## config.mk

```make
export PLATFORM = sky130hd
export DESIGN_NAME = pipeline_hazard_ctrl_flat
export DESIGN_NICKNAME = d
export VERILOG_FILES = /design/src/rtl/pipeline_hazard_ctrl_pkg.sv /design/src/rtl/pipeline_hazard_ctrl_if.sv /design/src/rtl/pipeline_hazard_ctrl_load_use_detect.sv /design/src/rtl/pipeline_hazard_ctrl.sv /design/src/flat_wrapper.sv
export SDC_FILE = /design/constraint.sdc
export NUM_CORES = 1
export LEC_CHECK = 0
export CAP_MARGIN = 20
export CORE_MARGIN = 1.5
export CORE_UTILIZATION = 43
export DETAILED_ROUTE_END_ITERATION = 6
export PLACE_DENSITY = 0.76
export SLEW_MARGIN = 20
export SYNTH_ARGS = -nofsm -noshare
export SYNTH_HDL_FRONTEND = slang
export SYNTH_HIERARCHICAL = 1
export SYNTH_SLANG_ARGS = --single-unit
```

## constraint.sdc

```tcl
create_clock -name clk -period 3.7 [get_ports clk]
set_input_delay 0.925 -clock clk [delete_from_list [all_inputs] [get_ports clk]]
set_output_delay 0.925 -clock clk [all_outputs]
set_load 0.02 [all_outputs]
```

## src/rtl/pipeline_hazard_ctrl_pkg.sv

```systemverilog
// rtl/pipeline_hazard_ctrl_pkg.sv - shared types and constants for the pipeline hazard controller
package hazard_pkg;

    typedef enum logic [0:0] {
        HZ_RUN     = 1'b0,
        HZ_MC_BUSY = 1'b1
    } hz_state_t;

    typedef struct packed {
        logic s_if;
        logic s_id;
        logic s_ex;
        logic s_mem;
    } stall_vec_t;

    localparam int unsigned REG_X0 = 0;

    localparam stall_vec_t STALL_NONE  = 4'b0000;
    localparam stall_vec_t STALL_ALL   = 4'b1111;
    localparam stall_vec_t STALL_FRONT = 4'b1100;
    localparam stall_vec_t STALL_MC    = 4'b1110;

endpackage

```

## src/rtl/pipeline_hazard_ctrl_if.sv

```systemverilog
// rtl/pipeline_hazard_ctrl_if.sv - hazard controller signal bundle between pipeline and sequencer
interface pipeline_hazard_ctrl_if #(
    parameter int AW        = 5,
    parameter int CNT_WIDTH = 32
);
    logic [AW-1:0]        id_rs1_addr;
    logic [AW-1:0]        id_rs2_addr;
    logic                 id_rs1_used;
    logic                 id_rs2_used;
    logic [AW-1:0]        ex_rd_addr;
    logic                 ex_mem_read;
    logic                 ex_mc_op;
    logic                 ex_redirect;
    logic                 mc_done;
    logic                 dmem_req;
    logic                 dmem_ready;
    logic                 stall_if;
    logic                 stall_id;
    logic                 stall_ex;
    logic                 stall_mem;
    logic                 flush_id;
    logic                 flush_ex;
    logic                 bubble_mem;
    logic                 mc_start;
    logic                 mc_timeout;
    logic [CNT_WIDTH-1:0] stall_count;

    modport master (
        output id_rs1_addr, id_rs2_addr, id_rs1_used, id_rs2_used,
               ex_rd_addr, ex_mem_read, ex_mc_op, ex_redirect,
               mc_done, dmem_req, dmem_ready,
        input  stall_if, stall_id, stall_ex, stall_mem,
               flush_id, flush_ex, bubble_mem, mc_start,
               mc_timeout, stall_count
    );

    modport slave (
        input  id_rs1_addr, id_rs2_addr, id_rs1_used, id_rs2_used,
               ex_rd_addr, ex_mem_read, ex_mc_op, ex_redirect,
               mc_done, dmem_req, dmem_ready,
        output stall_if, stall_id, stall_ex, stall_mem,
               flush_id, flush_ex, bubble_mem, mc_start,
               mc_timeout, stall_count
    );
endinterface

```

## src/rtl/pipeline_hazard_ctrl_load_use_detect.sv

```systemverilog
// rtl/pipeline_hazard_ctrl_load_use_detect.sv - combinational load-use hazard compare
module load_use_detect
    import hazard_pkg::*;
#(
    parameter int AW = 5
) (
    input  logic [AW-1:0] id_rs1_addr_i,
    input  logic [AW-1:0] id_rs2_addr_i,
    input  logic          id_rs1_used_i,
    input  logic          id_rs2_used_i,
    input  logic [AW-1:0] ex_rd_addr_i,
    input  logic          ex_mem_read_i,
    output logic          load_use_o
);
    logic rd_valid;
    logic rs1_hit;
    logic rs2_hit;

    // A load to x0 writes nothing, so it can never create a dependency.
    assign rd_valid   = ex_mem_read_i && (ex_rd_addr_i != AW'(REG_X0));
    assign rs1_hit    = id_rs1_used_i && (id_rs1_addr_i == ex_rd_addr_i);
    assign rs2_hit    = id_rs2_used_i && (id_rs2_addr_i == ex_rd_addr_i);
    assign load_use_o = rd_valid && (rs1_hit || rs2_hit);

endmodule

```

## src/rtl/pipeline_hazard_ctrl.sv

```systemverilog
// rtl/pipeline_hazard_ctrl.sv - stall/flush sequencer for the 5-stage pipeline
module pipeline_hazard_ctrl
    import hazard_pkg::*;
#(
    parameter int REG_ADDR_WIDTH = 5,
    parameter int MC_TIMEOUT     = 64,
    parameter int CNT_WIDTH      = 32
) (
    input  logic                   clk,
    input  logic                   rst_n,
    pipeline_hazard_ctrl_if.slave  hz
);
    localparam int TW = (MC_TIMEOUT > 2) ? $clog2(MC_TIMEOUT) : 1;
    localparam logic [TW-1:0] TMO_LAST = TW'(MC_TIMEOUT - 1);

    hz_state_t            state_q, state_d;
    logic [TW-1:0]        tmo_cnt_q, tmo_cnt_d;
    logic                 timeout_q, timeout_d;
    logic [CNT_WIDTH-1:0] count_q, count_d;

    stall_vec_t stv;
    logic       flush_id;
    logic       flush_ex;
    logic       bubble_mem;
    logic       mc_start;
    logic       mem_wait;
    logic       load_use;
    logic       tmo_hit;

    load_use_detect #(.AW(REG_ADDR_WIDTH)) u_load_use (
        .id_rs1_addr_i (hz.id_rs1_addr),
        .id_rs2_addr_i (hz.id_rs2_addr),
        .id_rs1_used_i (hz.id_rs1_used),
        .id_rs2_used_i (hz.id_rs2_used),
        .ex_rd_addr_i  (hz.ex_rd_addr),
        .ex_mem_read_i (hz.ex_mem_read),
        .load_use_o    (load_use)
    );

    assign mem_wait = hz.dmem_req && !hz.dmem_ready;
    assign tmo_hit  = !hz.mc_done && (tmo_cnt_q == TMO_LAST);

    always_comb begin
        state_d    = state_q;
        tmo_cnt_d  = tmo_cnt_q;
        timeout_d  = timeout_q;
        stv        = STALL_NONE;
        flush_id   = 1'b0;
        flush_ex   = 1'b0;
        bubble_mem = 1'b0;
        mc_start   = 1'b0;
        // Outputs are gated by reset so an EX mc_op held through reset cannot fire mc_start.
        if (!rst_n) begin
            state_d = HZ_RUN;
        end else if (mem_wait) begin
            stv = STALL_ALL;
        end else begin
            unique case (state_q)
                HZ_RUN: begin
                    if (hz.ex_mc_op) begin
                        mc_start   = 1'b1;
                        stv        = STALL_MC;
                        bubble_mem = 1'b1;
                        tmo_cnt_d  = '0;
                        state_d    = HZ_MC_BUSY;
                    end else if (hz.ex_redirect) begin
                        flush_id = 1'b1;
                        flush_ex = 1'b1;
                    end else if (load_use) begin
                        stv      = STALL_FRONT;
                        flush_ex = 1'b1;
                    end
                end
                HZ_MC_BUSY: begin
                    if (hz.mc_done || tmo_hit) begin
                        tmo_cnt_d = '0;
                        state_d   = HZ_RUN;
                        if (tmo_hit) begin
                            timeout_d = 1'b1;
                        end
                    end else begin
                        stv        = STALL_MC;
                        bubble_mem = 1'b1;
                        tmo_cnt_d  = tmo_cnt_q + 1'b1;
                    end
                end
                default: state_d = HZ_RUN;
            endcase
        end
    end

    always_comb begin
        count_d = count_q;
        if (stv.s_if && (count_q != '1)) begin
            count_d = count_q + 1'b1;
        end
    end

    always_ff @(posedge clk or negedge rst_n) begin
        if (!rst_n) begin
            state_q   <= HZ_RUN;
            tmo_cnt_q <= '0;
            timeout_q <= 1'b0;
            count_q   <= '0;
        end else begin
            state_q   <= state_d;
            tmo_cnt_q <= tmo_cnt_d;
            timeout_q <= timeout_d;
            count_q   <= count_d;
        end
    end

    assign hz.stall_if    = stv.s_if;
    assign hz.stall_id    = stv.s_id;
    assign hz.stall_ex    = stv.s_ex;
    assign hz.stall_mem   = stv.s_mem;
    assign hz.flush_id    = flush_id;
    assign hz.flush_ex    = flush_ex;
    assign hz.bubble_mem  = bubble_mem;
    assign hz.mc_start    = mc_start;
    assign hz.mc_timeout  = timeout_q;
    assign hz.stall_count = count_q;

endmodule

```

## src/flat_wrapper.sv

```systemverilog
// flat-port wrapper written by rule: the top's interface ports become plain ports
module pipeline_hazard_ctrl_flat import hazard_pkg::*;
#(
    parameter int REG_ADDR_WIDTH = 5,
    parameter int MC_TIMEOUT     = 64,
    parameter int CNT_WIDTH      = 32
)
  (clk, rst_n, hz_id_rs1_addr, hz_id_rs2_addr, hz_id_rs1_used, hz_id_rs2_used, hz_ex_rd_addr, hz_ex_mem_read, hz_ex_mc_op, hz_ex_redirect, hz_mc_done, hz_dmem_req, hz_dmem_ready, hz_stall_if, hz_stall_id, hz_stall_ex, hz_stall_mem, hz_flush_id, hz_flush_ex, hz_bubble_mem, hz_mc_start, hz_mc_timeout, hz_stall_count);
  pipeline_hazard_ctrl_if #(.AW((5)), .CNT_WIDTH(CNT_WIDTH)) hz_i ();
  input  logic clk;
  input  logic rst_n;
  input wire logic [$bits(hz_i.id_rs1_addr)-1:0] hz_id_rs1_addr;
  input wire logic [$bits(hz_i.id_rs2_addr)-1:0] hz_id_rs2_addr;
  input wire logic [$bits(hz_i.id_rs1_used)-1:0] hz_id_rs1_used;
  input wire logic [$bits(hz_i.id_rs2_used)-1:0] hz_id_rs2_used;
  input wire logic [$bits(hz_i.ex_rd_addr)-1:0] hz_ex_rd_addr;
  input wire logic [$bits(hz_i.ex_mem_read)-1:0] hz_ex_mem_read;
  input wire logic [$bits(hz_i.ex_mc_op)-1:0] hz_ex_mc_op;
  input wire logic [$bits(hz_i.ex_redirect)-1:0] hz_ex_redirect;
  input wire logic [$bits(hz_i.mc_done)-1:0] hz_mc_done;
  input wire logic [$bits(hz_i.dmem_req)-1:0] hz_dmem_req;
  input wire logic [$bits(hz_i.dmem_ready)-1:0] hz_dmem_ready;
  output wire logic [$bits(hz_i.stall_if)-1:0] hz_stall_if;
  output wire logic [$bits(hz_i.stall_id)-1:0] hz_stall_id;
  output wire logic [$bits(hz_i.stall_ex)-1:0] hz_stall_ex;
  output wire logic [$bits(hz_i.stall_mem)-1:0] hz_stall_mem;
  output wire logic [$bits(hz_i.flush_id)-1:0] hz_flush_id;
  output wire logic [$bits(hz_i.flush_ex)-1:0] hz_flush_ex;
  output wire logic [$bits(hz_i.bubble_mem)-1:0] hz_bubble_mem;
  output wire logic [$bits(hz_i.mc_start)-1:0] hz_mc_start;
  output wire logic [$bits(hz_i.mc_timeout)-1:0] hz_mc_timeout;
  output wire logic [$bits(hz_i.stall_count)-1:0] hz_stall_count;
  assign hz_i.id_rs1_addr = hz_id_rs1_addr;
  assign hz_i.id_rs2_addr = hz_id_rs2_addr;
  assign hz_i.id_rs1_used = hz_id_rs1_used;
  assign hz_i.id_rs2_used = hz_id_rs2_used;
  assign hz_i.ex_rd_addr = hz_ex_rd_addr;
  assign hz_i.ex_mem_read = hz_ex_mem_read;
  assign hz_i.ex_mc_op = hz_ex_mc_op;
  assign hz_i.ex_redirect = hz_ex_redirect;
  assign hz_i.mc_done = hz_mc_done;
  assign hz_i.dmem_req = hz_dmem_req;
  assign hz_i.dmem_ready = hz_dmem_ready;
  assign hz_stall_if = hz_i.stall_if;
  assign hz_stall_id = hz_i.stall_id;
  assign hz_stall_ex = hz_i.stall_ex;
  assign hz_stall_mem = hz_i.stall_mem;
  assign hz_flush_id = hz_i.flush_id;
  assign hz_flush_ex = hz_i.flush_ex;
  assign hz_bubble_mem = hz_i.bubble_mem;
  assign hz_mc_start = hz_i.mc_start;
  assign hz_mc_timeout = hz_i.mc_timeout;
  assign hz_stall_count = hz_i.stall_count;
  pipeline_hazard_ctrl #(.REG_ADDR_WIDTH(REG_ADDR_WIDTH), .MC_TIMEOUT(MC_TIMEOUT), .CNT_WIDTH(CNT_WIDTH)) u_core (.clk(clk), .rst_n(rst_n), .hz(hz_i));
endmodule
```

==> flow_summary.ini, run 1 <==
[yosys]
compound_cell_area_share_of_the_yosys_netlist_pct = 5.631
synth_cells = 231
post_synth_fa_ha_maj_area_fraction_pct = 1.093
register_bit_count_reported_by_yosys = 40
cell_area_synth_sq_um = 2288
netlist_top_cells_area = dfrtp_1 44%, xnor2_1 12%, nand3_1 4.2%, xor2_1 3.8%, nand4_1 3.3%
synth_top_area_share_pct = 43.74
syn_nets = 258
synth_enable_flop_cells = 0
mux_contribution_to_synthesized_area_pct = 0.9841
synthFlopType = dfrtp_1
synth_top_family_by_area = simple AND/OR/NAND/NOR gates
yosysSeqAreaShare_pct = 43.74
synth_top_area_cell = dfrtp_1
post_synth.cell_area_avg_sq_um = 9.907
synth_xor_xnor_area_share_pct = 15.69
synth.distinct_cells = 45
async_reset_ff_share_pct = 100.0
synth_simple_gate_area_share_pct = 29.80
synth.yosys.warnings = 6

[worst_setup_path]
highest_fanout_seen_on_the_critical_path = 4
critPathCaptureType = output pin
ff2ff_path_depth = 6
reg2reg_from = u_core/hz.stall_count[0]$_DFFE_PN0P_
rr_endpoint = u_core/hz.stall_count[1]$_DFFE_PN0P_
startpoint_type = primary input
arrival_ns = 2.64
worst-setup-path-type = primary input to output pin
regToRegSetupSlack_ns = 1.47
worst_setup_path_start = hz_ex_rd_addr[2]
critical_path_required_ns = 2.77

[sta]
worst_clock_skew_ns = 0.01187
final-setup-viol-count = 0
drv_slew = 0
clock.fmax_mhz = 280.5
post-route-min-period_ns = 3.565
tightest_slew_ns = 0.4158
setup_repair_after_global_routing_missed_its_margin = no
layout_setup_ws_ns = 0.1348
period_share_pct = 96.36
worst_slew_margin_rel_pct = 72.07
finalHoldViolations = 0

[final_layout]
mostFrequentLayoutCells = 48 x clkdlybuf4s50_1, 40 x dfrtp_1, 31 x xnor2_1
final.fill_count = 431
non_filler_instances = 376
layout.cell_area.non_filler_sq_um = 3169
num-nets-final = 333
drive_above_1_share_pct = 12.42
area.sequential_sq_um = 1001
final_common_cell = clkdlybuf4s50_1
antenna_diode_count = 0
multiInputGateArea_sq_um = 1251
syn2layout_area_growth_pct = 38.49
final_core_utilization_pct = 62.05

[placement]
port_buffers = 65
place_hpwl_microns = 3846
gpl.final_weighted_congestion = 0.8291
dp_slack_ns = -0.6155
placement.cell_area_sq_um = 3045
place_inst = 367

[routing]
drt_iter0_drc = 76
remaining_drc_errors = 0
drt_first_pass_iters = 4
vias = 1951
detailroute.wirelength.met2_microns = 2485
wl_met1_microns = 2349
maxUsedRoutingLayer = met4
total_wirelength_microns = 4996
detail_route.vias_per_cell = 5.189
routed_wire_length_per_instance_microns = 13.29
drtAntennaViolNets = 0
dr_wl_met3_microns = 107

[floorplanning]
core-area_sq_um = 5107
initial_cell_density_of_the_core_pct = 44.81
chipWidth_microns = 75.95
floorplan.die.height_microns = 75.95
io-pin-count = 66
die_area_sq_um = 5768
placementRows = 26

[cts]
cts.reportedPaths.clkPinSlew_ns = 0.06
clock_tree.buffer_depth = 2
cts_htree_levels = 2
cts_tree = done
root_buffer = clkbuf_8
clock_sink_count = 40
clk_latency_ns = 0.29
cts_buffers = 5
hold_buffers = 0

[power_and_ir_drop]
p_per_area_nw_per_um2 = 348.2
design_power_total_uw = 1103
power.ir.vdd_worst_uv = 181.4
total_leakage_power_uw = 0.001320

[grt]
overflow = 0
grtUsageTotal_pct = 18.39
global_route_wire_length_before_repair_microns = 8680
grt_antenna_before_repair = 0
grt_max_degree = 33
grt_pass1_vias = 1830

[worst_hold_path]
min_to = u_core/hz.mc_timeout$_DFFE_PN0P_
hp-start = u_core/hz.mc_timeout$_DFFE_PN0P_
hold_crit_depth = 1
min-delay-path-class = register to register

[job]
max-cap-violations = 0

[status]
run_status = completed
[timing repair]
item,4_1_cts,5_1_grt
gates resized for setup,26,14
setup endpoints to repair,3,2
buffers inserted,2,0
pin swaps,7,7
[worst max-delay path: stages]
cell and delay, ns:
dlygate4sd2_1 0.25, or4_4 0.49, o21ai_2 0.17, a21oi_2 0.05, nor2b_4 0.13, o311ai_2 0.21
o211ai_1 0.11, buf_4 0.17, buf_6 0.13
[cell families after synthesis]
group,after synthesis
AO/OA/AOI/OAI,20
XOR/XNOR,41
adder cells (fa/ha/maj),2
buffers and inverters,16
flip-flops,40
multiplexers,2
AND/OR/NAND/NOR,110
[cells in the mapped netlist (2+ instances only)]
| master | n |
|---|---|
| or3b_1 | 2 |
| nor2_1 | 15 |
| nand4_1 | 12 |
| a21o_1 | 2 |
| xnor2_1 | 31 |
| mux2_1 | 2 |
| nand3_1 | 19 |
| nand2_1 | 19 |
| inv_1 | 9 |
| nor4_1 | 2 |
| or3_1 | 2 |
| o21ai_0 | 7 |
| buf_2 | 5 |
| xor2_1 | 10 |
| nor3_1 | 4 |
| o211ai_1 | 3 |
| nand3b_1 | 2 |
| nand4b_1 | 4 |
| nor4b_2 | 3 |
| nor2b_1 | 3 |
| nand4_2 | 2 |
| nand2b_1 | 2 |
| and4_1 | 3 |
| and3_1 | 6 |
| ha_1 | 2 |
| a21oi_1 | 2 |
| dfrtp_1 | 40 |
[state kept, by name, indices dropped and copies added, names as in the netlist]
register / flops
u_core/hz.stall_count: 32
u_core/hz.mc_timeout: 1
u_core/tmo_cnt_q: 6
u_core/state_q: 1
[stage by stage]
stage | setup TNS (ns) | hold slack [ns]
after floorplan | 0 | 0.4761
after global placement | -1.376 | 0.4513
after detailed placement | -1.457 | 0.4467
after CTS | 0 | 0.4607
after global routing | 0 | 0.4725
final | 0 | 0.4632
[where the power goes]
part,switching [uW],internal [uW]
clock network,138,128
logic,151,158
registers,49.5,478
[worst max-delay path by stage]
| stage | endpoint | slack [ns] | cells after the start |
|---|---|---|---|
| floorplan | hz_stall_if | 0.05 | 10 |
| global placement | hz_stall_id | -0.57 | 10 |
| detailed placement | hz_stall_id | -0.62 | 10 |
| CTS | hz_stall_id | 0.0002 | 9 |
| global route | hz_stall_id | 0.03 | 10 |
| finish | hz_stall_id | 0.13 | 9 |
[cell type report]
type | count | area share (%)
Multi-Input combinational cell | 175 | 39.48
Timing Repair Buffer | 75 | 22.66
Sequential cell | 40 | 31.58
Inverter | 9 | 1.066
Tap cell | 70 | 2.764
Clock inverter | 1 | 0.1579
Clock buffer | 6 | 2.290
[per-layer routing]
metal	global-route usage (%)	up-vias
met5	0	-
met1	23.74	943
met2	31.80	26
li1	-	977
met3	2.651	5
met4	5.926	0
Note: power is estimated with default switching activity, not from simulation.
==> run 2: changes to the inputs <==
--- a/config.mk
+++ b/config.mk
@@ -7,9 +7,9 @@
 export LEC_CHECK = 0
 export CAP_MARGIN = 20
 export CORE_MARGIN = 1.5
-export CORE_UTILIZATION = 43
+export CORE_UTILIZATION = 48
 export DETAILED_ROUTE_END_ITERATION = 6
-export PLACE_DENSITY = 0.76
+export PLACE_DENSITY = 0.81
 export SLEW_MARGIN = 20
 export SYNTH_ARGS = -nofsm -noshare
 export SYNTH_HDL_FRONTEND = slang
==> constraint.sdc (replaced) <==
create_clock -name clk -period 4 [get_ports clk]
set_input_delay 1 -clock clk [delete_from_list [all_inputs] [get_ports clk]]
set_output_delay 1 -clock clk [all_outputs]
set_load 0.02 [all_outputs]
==> flow_summary.ini, run 2 (synthesis gave the netlist of run 1 again) <==
[final_layout]
antenna_diode_count = 0
layout.cell_area.non_filler_sq_um = 3153
final.fill_count = 337
largest_register_ff_count = 32
syn2layout_area_growth_pct = 37.78
drive_above_1_share_pct = 10.86
mostFrequentLayoutCells = 54 x clkdlybuf4s50_1, 40 x dfrtp_1, 31 x xnor2_1
area.sequential_sq_um = 1001
final_common_cell = clkdlybuf4s50_1
num-nets-final = 330
multiInputGateArea_sq_um = 1250

[worst_hold_path]
hold_crit_depth = 1
min-delay-path-class = register to register

[floorplanning]
chipWidth_microns = 72.05
die_area_sq_um = 5190
io-pin-count = 66
initial_cell_density_of_the_core_pct = 51.15
core-area_sq_um = 4474
floorplan.die.height_microns = 72.05
placementRows = 24

[sta]
period_share_pct = 98.48
worst_slew_margin_rel_pct = 66.89
drv_slew = 0
clock.fmax_mhz = 253.9
tightest_slew_ns = 0.4929
post-route-min-period_ns = 3.939
holdWs_ns = 0.4636
totalNegativeSetupSlack_ns = 0
finalHoldViolations = 0
worst_clock_skew_ns = 0.005327
final-setup-viol-count = 0

[job]
max-cap-violations = 0

[worst_setup_path]
critical_path.cell_chain = clkdlybuf4s50_1 > xor2_1 > nor4_2 > nand3_1 > a21oi_2 > nor2b_4 > o311ai_1 > o211ai_1 > buf_4 > buf_6
cp_num_cells = 10
arrival_ns = 2.94
critical_path_required_ns = 3.00
cell_family_with_most_cp_delay = buffers and inverters
buf_inv_stages_crit_path = 3
critPathCaptureType = output pin
worst-setup-path-type = primary input to output pin
regToRegSetupSlack_ns = 1.74
critPathMaxStageDelay_ns = 0.43
crit_path_top_delay_cell = clkdlybuf4s50_1
highest_fanout_seen_on_the_critical_path = 3
ff2ff_path_depth = 8
startpoint_type = primary input

[routing]
drt_first_pass_iters = 4
vias = 2007
detail_route.vias_per_cell = 5.638
remaining_drc_errors = 0
drtAntennaViolNets = 0
total_wirelength_microns = 5491
drt_iter0_drc = 213
routed_wire_length_per_instance_microns = 15.42

[cts]
cts_buffers = 5
clk_latency_ns = 0.29
hold_buffers = 0
cts_htree_levels = 2
clock_tree.buffer_depth = 2
cts.reportedPaths.clkPinSlew_ns = 0.07
clock_sink_count = 40
cts_tree = done
root_buffer = clkbuf_8

[grt]
grtUsageTotal_pct = 22.23
global_route_wire_length_before_repair_microns = 9052
grt_max_degree = 32
grt_antenna_before_repair = 0
grt_pass1_vias = 1926
overflow = 0

[power_and_ir_drop]
power.ir.vdd_worst_uv = 232.3
total_leakage_power_uw = 0.001298
p_per_area_nw_per_um2 = 335.5

[placement]
place_hpwl_microns = 4013
placement.cell_area_sq_um = 3008
gpl.final_weighted_congestion = 0.8453
port_buffers = 65

[status]
run_status = completed
-- run 2: area by class of cell --
type	count	area share, %
Inverter	9	1.071
Sequential cell	40	31.75
Clock inverter	1	0.2381
Multi-Input combinational cell	175	39.64
Timing Repair Buffer	72	22.50
Clock buffer	7	2.738
Tap cell	52	2.063
-- run 2: stage by stage --
stage	total power [uW]	std cells	util (%)	setup slack (ns)
floorplan	633.6	231	-	0.1308
global placement	775.4	347	67.23	-0.4111
detailed placement	783.9	347	67.23	-0.4848
CTS	1056	355	69.16	0.001426
global route	1105	356	70.47	-0.06756
finish	1058	356	70.47	0.06087
-- run 2: timing repair --
| action | 4_1_cts | 5_1_grt |
|---|---|---|
| pin swaps | 2 | 4 |
| gates resized for setup | 13 | 14 |
| endpoints found under the setup margin | 3 | 2 |
| buffers inserted | 0 | 1 |
-- run 2: path summary, 6_finish.rpt --
kind                                             startpoint                               endpoint
max                                       hz_id_rs1_addr[3]                            hz_stall_id
min                        u_core/hz.mc_timeout$_DFFE_PN0P_       u_core/hz.mc_timeout$_DFFE_PN0P_
max reg2reg                 u_core/tmo_cnt_q[0]$_DFFE_PN0P_  u_core/hz.stall_count[28]$_DFFE_PN0P_
min reg2reg                u_core/hz.mc_timeout$_DFFE_PN0P_       u_core/hz.mc_timeout$_DFFE_PN0P_
max in group asynchronous                             rst_n  u_core/hz.stall_count[27]$_DFFE_PN0P_
min in group asynchronous                             rst_n             u_core/state_q$_DFFE_PN0N_
-- run 2: per-layer routing --
layer	share of wire (%)	routed length [microns]	up-vias	GRT usage [%]
met1	43	2388	962	28.44
met4	1.8	97	0	5.451
met2	50	2726	65	37.55
met5	0	0	-	0
li1	-	-	967	-
met3	5.1	279	13	6.111
-- run 2: power breakdown --
group / internal, uW / leakage [uW] / switching, uW
logic: 146 / 0.000716 / 145
clock network: 140 / 0.0000445 / 139
registers: 442 / 0.000537 / 45.8
==> run 3: changes to the inputs <==
--- a/config.mk
+++ b/config.mk
@@ -6,10 +6,10 @@
 export NUM_CORES = 1
 export LEC_CHECK = 0
 export CAP_MARGIN = 20
-export CORE_MARGIN = 1.5
-export CORE_UTILIZATION = 48
+export CORE_MARGIN = 3
+export CORE_UTILIZATION = 50
 export DETAILED_ROUTE_END_ITERATION = 6
-export PLACE_DENSITY = 0.81
+export PLACE_DENSITY = 0.84
 export SLEW_MARGIN = 20
 export SYNTH_ARGS = -nofsm -noshare
 export SYNTH_HDL_FRONTEND = slang
==> constraint.sdc (replaced) <==
create_clock -name clk -period 4.7 [get_ports clk]
set_input_delay 1.175 -clock clk [delete_from_list [all_inputs] [get_ports clk]]
set_output_delay 1.175 -clock clk [all_outputs]
set_load 0.02 [all_outputs]
==> flow_summary.ini, run 3 (synthesis gave the netlist of run 1 again) <==
[status]
run_status = completed

[floorplanning]
core-area_sq_um = 4202
io-pin-count = 66
chipWidth_microns = 73.65
floorplan.die.height_microns = 73.65
initial_cell_density_of_the_core_pct = 54.47
placementRows = 23
die_area_sq_um = 5424

[sta]
final-setup-viol-count = 0
worst_slew_margin_rel_pct = 65.36
drv_slew = 0
period_share_pct = 95.25
worst_clock_skew_ns = 0.006240
clock.fmax_mhz = 223.4
setup_repair_after_global_routing_missed_its_margin = no
post-route-min-period_ns = 4.477
holdWs_ns = 0.4653
tightest_slew_ns = 0.5156
finalHoldViolations = 0

[final_layout]
final_core_utilization_pct = 73.91
layout.cell_area.non_filler_sq_um = 3105
antenna_diode_count = 0
num-nets-final = 328
mostFrequentLayoutCells = 62 x clkdlybuf4s50_1, 40 x dfrtp_1, 31 x xnor2_1
non_filler_instances = 352
largest_register_ff_count = 32
drive_above_1_share_pct = 8.940
final.fill_count = 310
final_common_cell = clkdlybuf4s50_1
syn2layout_area_growth_pct = 35.70

[worst_setup_path]
reg2reg_from = u_core/hz.stall_count[0]$_DFFE_PN0P_
regToRegSetupSlack_ns = 2.42
cell_family_with_most_cp_delay = buffers and inverters
startpoint_type = primary input
critPathMaxStageDelay_ns = 0.65
cp_num_cells = 8
ff2ff_path_depth = 6
critical_path_required_ns = 3.52
arrival_ns = 3.30
critical_path.cell_chain = clkdlybuf4s50_1 > xor2_1 > nor4_1 > nand3_1 > a21oi_1 > nor2_1 > nor4_1 > clkdlybuf4s50_1
worst-setup-path-type = primary input to output pin
crit_path_top_delay_cell = clkdlybuf4s50_1
highest_fanout_seen_on_the_critical_path = 3
critPathCaptureType = output pin
critPathCapture = hz_flush_ex
buf_inv_stages_crit_path = 2
rr_endpoint = u_core/hz.stall_count[1]$_DFFE_PN0P_
worst_setup_path_start = hz_ex_rd_addr[1]

[routing]
detail_route.vias_per_cell = 5.551
remaining_drc_errors = 0
total_wirelength_microns = 5202
drt_first_pass_iters = 4
routed_wire_length_per_instance_microns = 14.78
drt_iter0_drc = 123
vias = 1954
drtAntennaViolNets = 0

[cts]
cts_tree = done
root_buffer = clkbuf_8
clock_sink_count = 40
cts.reportedPaths.clkPinSlew_ns = 0.07
cts_htree_levels = 2
cts.repair_timing.setup_buffer_count = 0
hold_buffers = 0
clk_latency_ns = 0.28
clock_tree.buffer_depth = 2
cts_buffers = 5

[placement]
place_inst = 344
placement.cell_area_sq_um = 2998
place_hpwl_microns = 3911
gpl.final_weighted_congestion = 0.8591
port_buffers = 65

[worst_hold_path]
min-delay-path-class = register to register

[job]
max-cap-violations = 0

[power_and_ir_drop]
power.ir.vdd_worst_uv = 175.9
total_leakage_power_uw = 0.001237
p_per_area_nw_per_um2 = 297.9

[grt]
grt_max_degree = 40
grtUsageTotal_pct = 20.51
overflow = 0
grt_pass1_vias = 1891
global_route_wire_length_before_repair_microns = 8832
grt_antenna_before_repair = 0
## run 3: layer usage
metal  wire (microns)  vias up  global-route usage, %  part of all wire [%]
met5                0        -                      0                     0
met4               52        0                  5.030                   1.0
met3              229        5                  4.104                   4.4
met2             2560       51                  32.78                    49
met1             2360      932                  28.52                    45
li1                 -      966                      -                     -
## run 3: power breakdown
part	switching, uW	internal (uW)	total, uW
registers	39.7	376	416
clock network	112	157	269
logic	119	121	240
## run 3: how the worst min path moves through the flow
stage	from	end	slack, ns	cells after the start
2_1_floorplan	u_core/tmo_cnt_q[1]$_DFFE_PN0P_	u_core/tmo_cnt_q[1]$_DFFE_PN0P_	0.48	2
3_3_place_gp	u_core/hz.mc_timeout$_DFFE_PN0P_	u_core/hz.mc_timeout$_DFFE_PN0P_	0.45	1
3_5_place_dp	u_core/hz.mc_timeout$_DFFE_PN0P_	u_core/hz.mc_timeout$_DFFE_PN0P_	0.45	1
4_1_cts	u_core/hz.mc_timeout$_DFFE_PN0P_	u_core/hz.mc_timeout$_DFFE_PN0P_	0.47	1
5_1_grt	u_core/hz.mc_timeout$_DFFE_PN0P_	u_core/hz.mc_timeout$_DFFE_PN0P_	0.50	1
6_report	u_core/hz.mc_timeout$_DFFE_PN0P_	u_core/hz.mc_timeout$_DFFE_PN0P_	0.47	1
## run 3: what timing repair did
item | 4_1_cts | 5_1_grt
cloned | 0 | 0
gates resized for setup | 2 | 6
endpoints found under the setup margin | 2 | 2
hold endpoints to repair | 0 | 0
## run 3: cell type report
class | instances | area, sq um | share of cell area [%]
multi-input cells | 175 | 1227 | 39.52
well taps | 50 | 62.56 | 2.015
repair buffers | 70 | 673.1 | 21.68
clock inverters | 2 | 35.03 | 1.128
inverters | 9 | 33.78 | 1.088
clock buffers | 6 | 72.57 | 2.337
flip-flops and latches | 40 | 1001 | 32.23
## run 3: metrics by stage
stage          total power [uW]  setup slack (ns)  TNS [ns]
3_3_place_gp              659.2          -0.07109   -0.1372
5_1_grt                   970.4            0.1184         0
2_1_floorplan             539.3            0.4808         0
4_1_cts                   937.4           0.07313         0
6_report                  925.1            0.2232         0
3_5_place_dp              664.9           -0.2105   -0.4187
